### src/rtl/lap_pkg.sv
// Shared FSM encoding for the lap sampler; purely declarative, no latency or backpressure.
package lap_pkg;

    localparam int STATE_W = 2;

    typedef enum logic [STATE_W-1:0] {
        IDLE     = 2'd0,
        WAIT_REL = 2'd1,
        HOLDOFF  = 2'd2
    } state_t;

endpackage

### src/rtl/lap_sampler_btn_debounce.sv
// Two-flop synchronizer plus stability counter; db follows btn_raw after DEBOUNCE_CYCLES+2 edges.
// No backpressure: db_rise is a single-cycle level-change indication.
module btn_debounce #(
    parameter int DEBOUNCE_CYCLES = 16
) (
    input  logic clk,
    input  logic reset,
    input  logic btn_raw,
    output logic db,
    output logic db_rise
);

    localparam int CNT_W = $clog2(DEBOUNCE_CYCLES + 1);

    logic             sync_1;
    logic             btn_s;
    logic             db_d;
    logic [CNT_W-1:0] cnt;

    always_ff @(posedge clk) begin
        if (!reset) begin
            sync_1 <= 1'b0;
            btn_s  <= 1'b0;
            db     <= 1'b0;
            db_d   <= 1'b0;
            cnt    <= '0;
        end else begin
            sync_1 <= btn_raw;
            btn_s  <= sync_1;
            db_d   <= db;
            if (btn_s == db) begin
                cnt <= '0;
            end else if (cnt == CNT_W'(DEBOUNCE_CYCLES - 1)) begin
                // The increment that would reach DEBOUNCE_CYCLES flips the level instead.
                db  <= ~db;
                cnt <= '0;
            end else begin
                cnt <= cnt + 1'b1;
            end
        end
    end

    assign db_rise = db & ~db_d;

endmodule

### src/rtl/lap_sampler.sv
// Debounced lap button -> registered time sample with one-cycle valid, DEBOUNCE_CYCLES+3 edges after press.
// No backpressure: the stash must accept every strobe. LAP_SAMPLER_STOP_CAPTURE_EN adds a sample on run stop.
module lap_sampler
    import lap_pkg::*;
#(
    parameter int DEBOUNCE_CYCLES = 16,
    parameter int HOLDOFF_CYCLES  = 8,
    parameter int DEPTH           = 5
) (
    input  logic                       clk,
    input  logic                       reset,
    input  logic                       btn_lap,
    input  logic                       running,
    input  logic [7:0]                 time_in,
    input  logic                       clear,
    output logic [7:0]                 sample_out,
    output logic                       sample_valid,
    output logic [$clog2(DEPTH+1)-1:0] lap_count
);

    localparam int CW = $clog2(DEPTH + 1);
    localparam int HW = $clog2(HOLDOFF_CYCLES + 1);

    state_t          state;
    state_t          next_state;
    logic            db;
    logic            db_rise;
    logic            btn_emit;
    logic            emit;
    logic [HW-1:0]   ho_cnt;

    btn_debounce #(
        .DEBOUNCE_CYCLES(DEBOUNCE_CYCLES)
    ) u_debounce (
        .clk     (clk),
        .reset   (reset),
        .btn_raw (btn_lap),
        .db      (db),
        .db_rise (db_rise)
    );

    always_comb begin
        next_state = state;
        btn_emit   = 1'b0;
        case (state)
            IDLE: begin
                if (db_rise) begin
                    next_state = WAIT_REL;
                    btn_emit   = running;
                end
            end
            WAIT_REL: begin
                if (!db) next_state = HOLDOFF;
            end
            HOLDOFF: begin
                // Presses landing here are dropped; the dead time is never extended.
                if (ho_cnt == HW'(HOLDOFF_CYCLES - 1)) next_state = IDLE;
            end
            default: next_state = IDLE;
        endcase
    end

`ifdef LAP_SAMPLER_STOP_CAPTURE_EN
    logic running_d;

    always_ff @(posedge clk) begin
        if (!reset) running_d <= 1'b0;
        else        running_d <= running;
    end

    assign emit = btn_emit | (running_d & ~running);
`else
    assign emit = btn_emit;
`endif

    always_ff @(posedge clk) begin
        if (!reset) begin
            state        <= IDLE;
            ho_cnt       <= '0;
            sample_out   <= 8'h00;
            sample_valid <= 1'b0;
            lap_count    <= '0;
        end else begin
            state        <= next_state;
            sample_valid <= emit;
            if (state == HOLDOFF) ho_cnt <= ho_cnt + 1'b1;
            else                  ho_cnt <= '0;
            if (emit) sample_out <= time_in;
            if (clear)
                lap_count <= '0;
            else if (emit && lap_count < CW'(DEPTH))
                lap_count <= lap_count + 1'b1;
        end
    end

endmodule
### config.mk
export PLATFORM = sky130hd
export DESIGN_NAME = lap_sampler
export DESIGN_NICKNAME = d
export VERILOG_FILES = /design/src/rtl/lap_pkg.sv /design/src/rtl/lap_sampler_btn_debounce.sv /design/src/rtl/lap_sampler.sv
export SDC_FILE = /design/constraint.sdc
export NUM_CORES = 1
export LEC_CHECK = 0
export CORE_ASPECT_RATIO = 0.7
export CORE_UTILIZATION = 40
export CTS_BUF_LIST = sky130_fd_sc_hd__clkbuf_16
export DETAILED_ROUTE_END_ITERATION = 16
export PLACE_DENSITY = 0.67
export SLEW_MARGIN = 20
export SYNTH_ARGS = -nofsm -noshare
export SYNTH_HDL_FRONTEND = slang
export SYNTH_HIERARCHICAL = 1
export SYNTH_SLANG_ARGS = --single-unit
### constraint.sdc
create_clock -name clk -period 1.59 [get_ports clk]
set_input_delay 0.2385 -clock clk [delete_from_list [all_inputs] [get_ports clk]]
set_output_delay 0.2385 -clock clk [all_outputs]
set_load 0.03 [all_outputs]
After elaboration in Yosys (flattened, before gate mapping)
Cells that the tools add are included.

Add/sub/neg operators: 3. Magnitude comparators: 1. Equality and inequality tests: 8. Muxes and demuxes: 6. Bitwise operators: 5. Reduce and logical (&&, ||, !) cells: 7.

Operators with widths (count): $mux 2 (3); $ne 2x2->1 const B (3); $pmux 2 s3 (1); $add 5x1->5 const B (1); $eq 5x4->1 const B (1); $add 4x1->4 const B (1); $eq 4x3->1 const B (1); $not 1->1 (4); $reduce_and 2->1 (2); $add 3x1->3 const B (1); $lt 3x3->1 const B (1); $reduce_and 3->1 (1); $reduce_or 3->1 (1); $eq 2x1->1 const B (1); $eq 2x2->1 const B (1); $logic_not 2->1 (1); $mux 1 (2); $reduce_or 2->1 (1); $and 1x1->1 (1); $eq 1x1->1 (1); $logic_and 1x1->1 (1).

Register bits after elaboration: 27. Output and inout bits: 12. Word-level logic and storage cells: 40.

Longest topological paths before layout
Depth in word-level cells: 5. Mapped depth: 5. Mapped depth without buffers: 5.

By module
Netlist, hierarchy kept.

Modules (own cells, without submodules): lap_sampler (instances 1, cells an instance 77, area an instance 709.4 um^2); btn_debounce (instances 1, cells an instance 30, area an instance 322.8 um^2).

Worst setup path before layout
No wires, ideal clock.

Path type: reg-to-reg. Start point: reg u_debounce.cnt[0]. End point: reg u_debounce.cnt[2]. Setup time: 0.064 ns. Arrival time: 1.209 ns. Required time: 1.526 ns. Setup slack: 0.317 ns. Cell stages (with the launch flop): 6. Buffers on the path: 0. Cells stage by stage: dfxtp_1 ha_1 and3_1 ha_1 nand3b_2 nor2_1.

Word-level cells in the longest chain between the ends: 2.

RTL lines: start: declaration (line lap_sampler_btn_debounce.sv:18) `logic [CNT_W-1:0] cnt;`; start signal: assignment (line lap_sampler_btn_debounce.sv:38) `cnt <= cnt + 1'b1;`; branches (longest 2 deep; another with $add 5x1->5).

Parallel ways; which one is timed is not known. A chain may end at the register's enable or synchronous reset.

Worst setup path in the final report
Start point: reg lap_count[2]. End point: out lap_count[2].

RTL lines: start: declaration (line lap_sampler.sv:18) `output logic [$clog2(DEPTH+1)-1:0] lap_count`; start signal: assignment (line lap_sampler.sv:92) `lap_count <= lap_count + 1'b1;`.

No word-level cell between the ends.

==> flow_summary_export.csv <==
group,metric,value,unit
outcome,status,"completed",
floorplanning,start_util,44.98,%
worst_setup_path,crit_type,"reg -> out",
floorplanning,fp.coreArea,2295,um2
pwr,clockPowerShare,43.2,%
clock_tree,clkLatencyLatePin,0.26,ns
timing,finalClockSkew,0.001131,ns
logic_synthesis,synthFlopType,"dfxtp_1",
timing,maxSlewHeadroom,78.69,%
logic_synthesis,synth_area,1032,um2
clock_tree,clock_sinks,27,
pwr,leakagePower,0.5508,nW
clock_tree,hold_buffers,0,
logic_synthesis,ys_warn_count,6,
worst_setup_path,cp_num_buf_inv,1,
logic_synthesis,synth_nets,124,
floorplanning,pin_count,25,
timing,rsz0062_at_grt,"no",
worst_setup_path,cp_cell_sequence,"clkdlybuf4s50_1",
worst_setup_path,worstPathRequired,1.35,ns
clock_tree,cts_root_buffer,"clkbuf_16",
finish,drive_above_1_share,7.299,%
clock_tree,cts.path.max_buffers,2,
timing,setup_violations,0,
placed_design,gp_congestion,0.7017,
placed_design,dp_hpwl,1391,um
clock_tree,numCtsBuffers,3,
pwr,p_per_area,906.6,nW/um2
logic_synthesis,postSynth.asyncResetShare,0,%
finish,num_antenna_cells,0,
floorplanning,die_w,62.72,um
grt,grt_pass1_wl,3277,um
route,routed_via_density,4.763,
clock_tree,post_cts_buffers,0,
route,wl_per_cell,10.78,um
pwr,seqPwrFrac,53.1,%
worst_setup_path,startpoint_type,"register",
finish,design_area,1414,um2
floorplanning,num_rows,14,
worst_setup_path,critical_path.top_delay_family,"buffers and inverters",
placed_design,io_buffers,24,
timing,drv_slew,0,
grt,antenna_found_initial,0,
timing,period_needed,1.525,ns
pwr,power.internal,0.001050,W
logic_synthesis,synth_seq_area_share,52.36,%
timing,worst_pin_slew,0.3187,ns
timing,hold_viol,0,
pwr,vdd_ir_drop_max,559.2,uV
logic_synthesis,synth_edf_count,0,
finish,fin_util,61.61,%
route,route.vias.total,805,
route,wl,1821,um
worst_setup_path,cp_max_fo,2,
grt,grt_max_degree,19,
route,ant_nets,0,
grt,grt_usage,15.43,%
worst_setup_path,max_stage_delay,0.68,ns
clock_tree,cts_tree,"built",
worst_hold_path,min_path_type,"reg -> reg",
clock_tree,cts_resized,1,
timing,timing.fmax,655.7,MHz
logic_synthesis,syn_avg_cell_area,9.647,um2
worst_setup_path,crit_slowest_cell,"clkdlybuf4s50_1",
finish,nets,155,
finish,mostFrequentLayoutCells,"dfxtp_1 (27), clkdlybuf4s50_1 (22), nand2_1 (20)",
worst_setup_path,endpoint_kind,"output port",
finish,final_common_cell,"dfxtp_1",
floorplanning,dieArea,2791,um2
clock_tree,htree_levels,1,
grt,grt_pass1_vias,828,
pwr,pwr-share-comb,3.6,%
finish,syn2layout_area_growth,36.97,%
logic_synthesis,syn_inst,107,
logic_synthesis,synth.distinct_cells,30,
route,detailedRoute.firstPassIterationCount,4,
job,maxCapViolations,0,
pwr,power.share.switching,18.12,%
route,drt_iter0_markers,28,
clock_tree,clkTransAtPathRegs,0.06,ns
timing,period_share,95.92,%
pwr,p_switching,0.0002322,W
floorplanning,dieHeight,44.50,um
placed_design,dpl_cell_area,1334,um2
route,drcViolationCount,0,
grt,grt-ovfl-total,0,
logic_synthesis,yosys_register_bits,27,
timing,setup_tns,0,ns
worst_setup_path,crit_arrival,1.29,ns
## final cells by class
type / instances / area (um2)
tap: 32 / 40.04
clock buffer: 3 / 75.07
timing repair buffer: 29 / 279.0
fill: 196 / 880.8
multi-input combinational: 75 / 467.9
inverter: 2 / 7.507
clock inverter: 1 / 3.754
sequential: 27 / 540.5
## state kept, by name, indices dropped and copies added, names as in the netlist
register	count
ho_cnt	4
sample_out	8
sample_valid	1
u_debounce/db_d	1
u_debounce/db	1
lap_count	3
u_debounce/sync_1	1
state	2
u_debounce/cnt	5
u_debounce/btn_s	1
## layer usage
metal | track usage, % | share of wire (%)
met1 | 16.64 | 48
met2 | 28.04 | 45
met3 | 6.959 | 5.1
met4 | 4.186 | 0.93
met5 | 0 | 0
## final timing paths
| path | from | endpoint | slack (ns) | cells past startpoint |
|---|---|---|---|---|
| setup reg to reg | u_debounce/cnt[0] | u_debounce/cnt[2] | 0.23 | 5 |
| hold reg to reg | u_debounce/cnt[0] | u_debounce/cnt[0] | 0.45 | 1 |
| hold / removal | u_debounce/cnt[0] | u_debounce/cnt[0] | 0.45 | 1 |
| setup / recovery | lap_count[2] | lap_count[2] | 0.06 | 1 |
## synth_stat cells (3+ instances only)
master	instances	area share, %
dfxtp_1	27	52
nand2_1	20	7.3
nor2_1	9	3.3
a21boi_1	8	5.8
ha_1	4	4.8
a21oi_1	3	1.5
and2_1	3	1.8
nand3_1	3	1.5
xor2_1	3	2.5
## per-stage QoR
step                hold WS [ns]  setup WS (ns)  power [W]  instances
detailed placement        0.4344         0.1136  0.0007436        165
finish                    0.4505        0.06481   0.001282        169
global placement          0.4153         0.1915  0.0007429        165
global route              0.4642        0.02443   0.001317        169
CTS                       0.4551       0.009830   0.001294        169
floorplan                 0.3602         0.3169  0.0007074        107
## power by group through the flow
stage	logic (W)	registers, W	clock network, W
2_1_floorplan	0.0000117	0.000696	0
3_3_place_gp	0.0000471	0.000696	0
3_5_place_dp	0.0000474	0.000696	0
4_1_cts	0.0000478	0.000681	0.000565
5_1_grt	0.0000513	0.000681	0.000584
6_report	0.0000468	0.000681	0.000554
## cell families (layout without fill, tap and decap cells)
group                    count (synthesis)  in the layout  synth area share [%]
flip-flops                              27             27                 52.36
adder cells (fa/ha/maj)                  4              4                 4.849
AO/OA/AOI/OAI                           17             17                 11.03
multiplexers                             2              2                 1.939
buffers and inverters                    5             35                 2.303
AND/OR/NAND/NOR                         47             47                 23.27
XOR/XNOR                                 5              5                 4.243
Power figures use the tool's default switching activity.
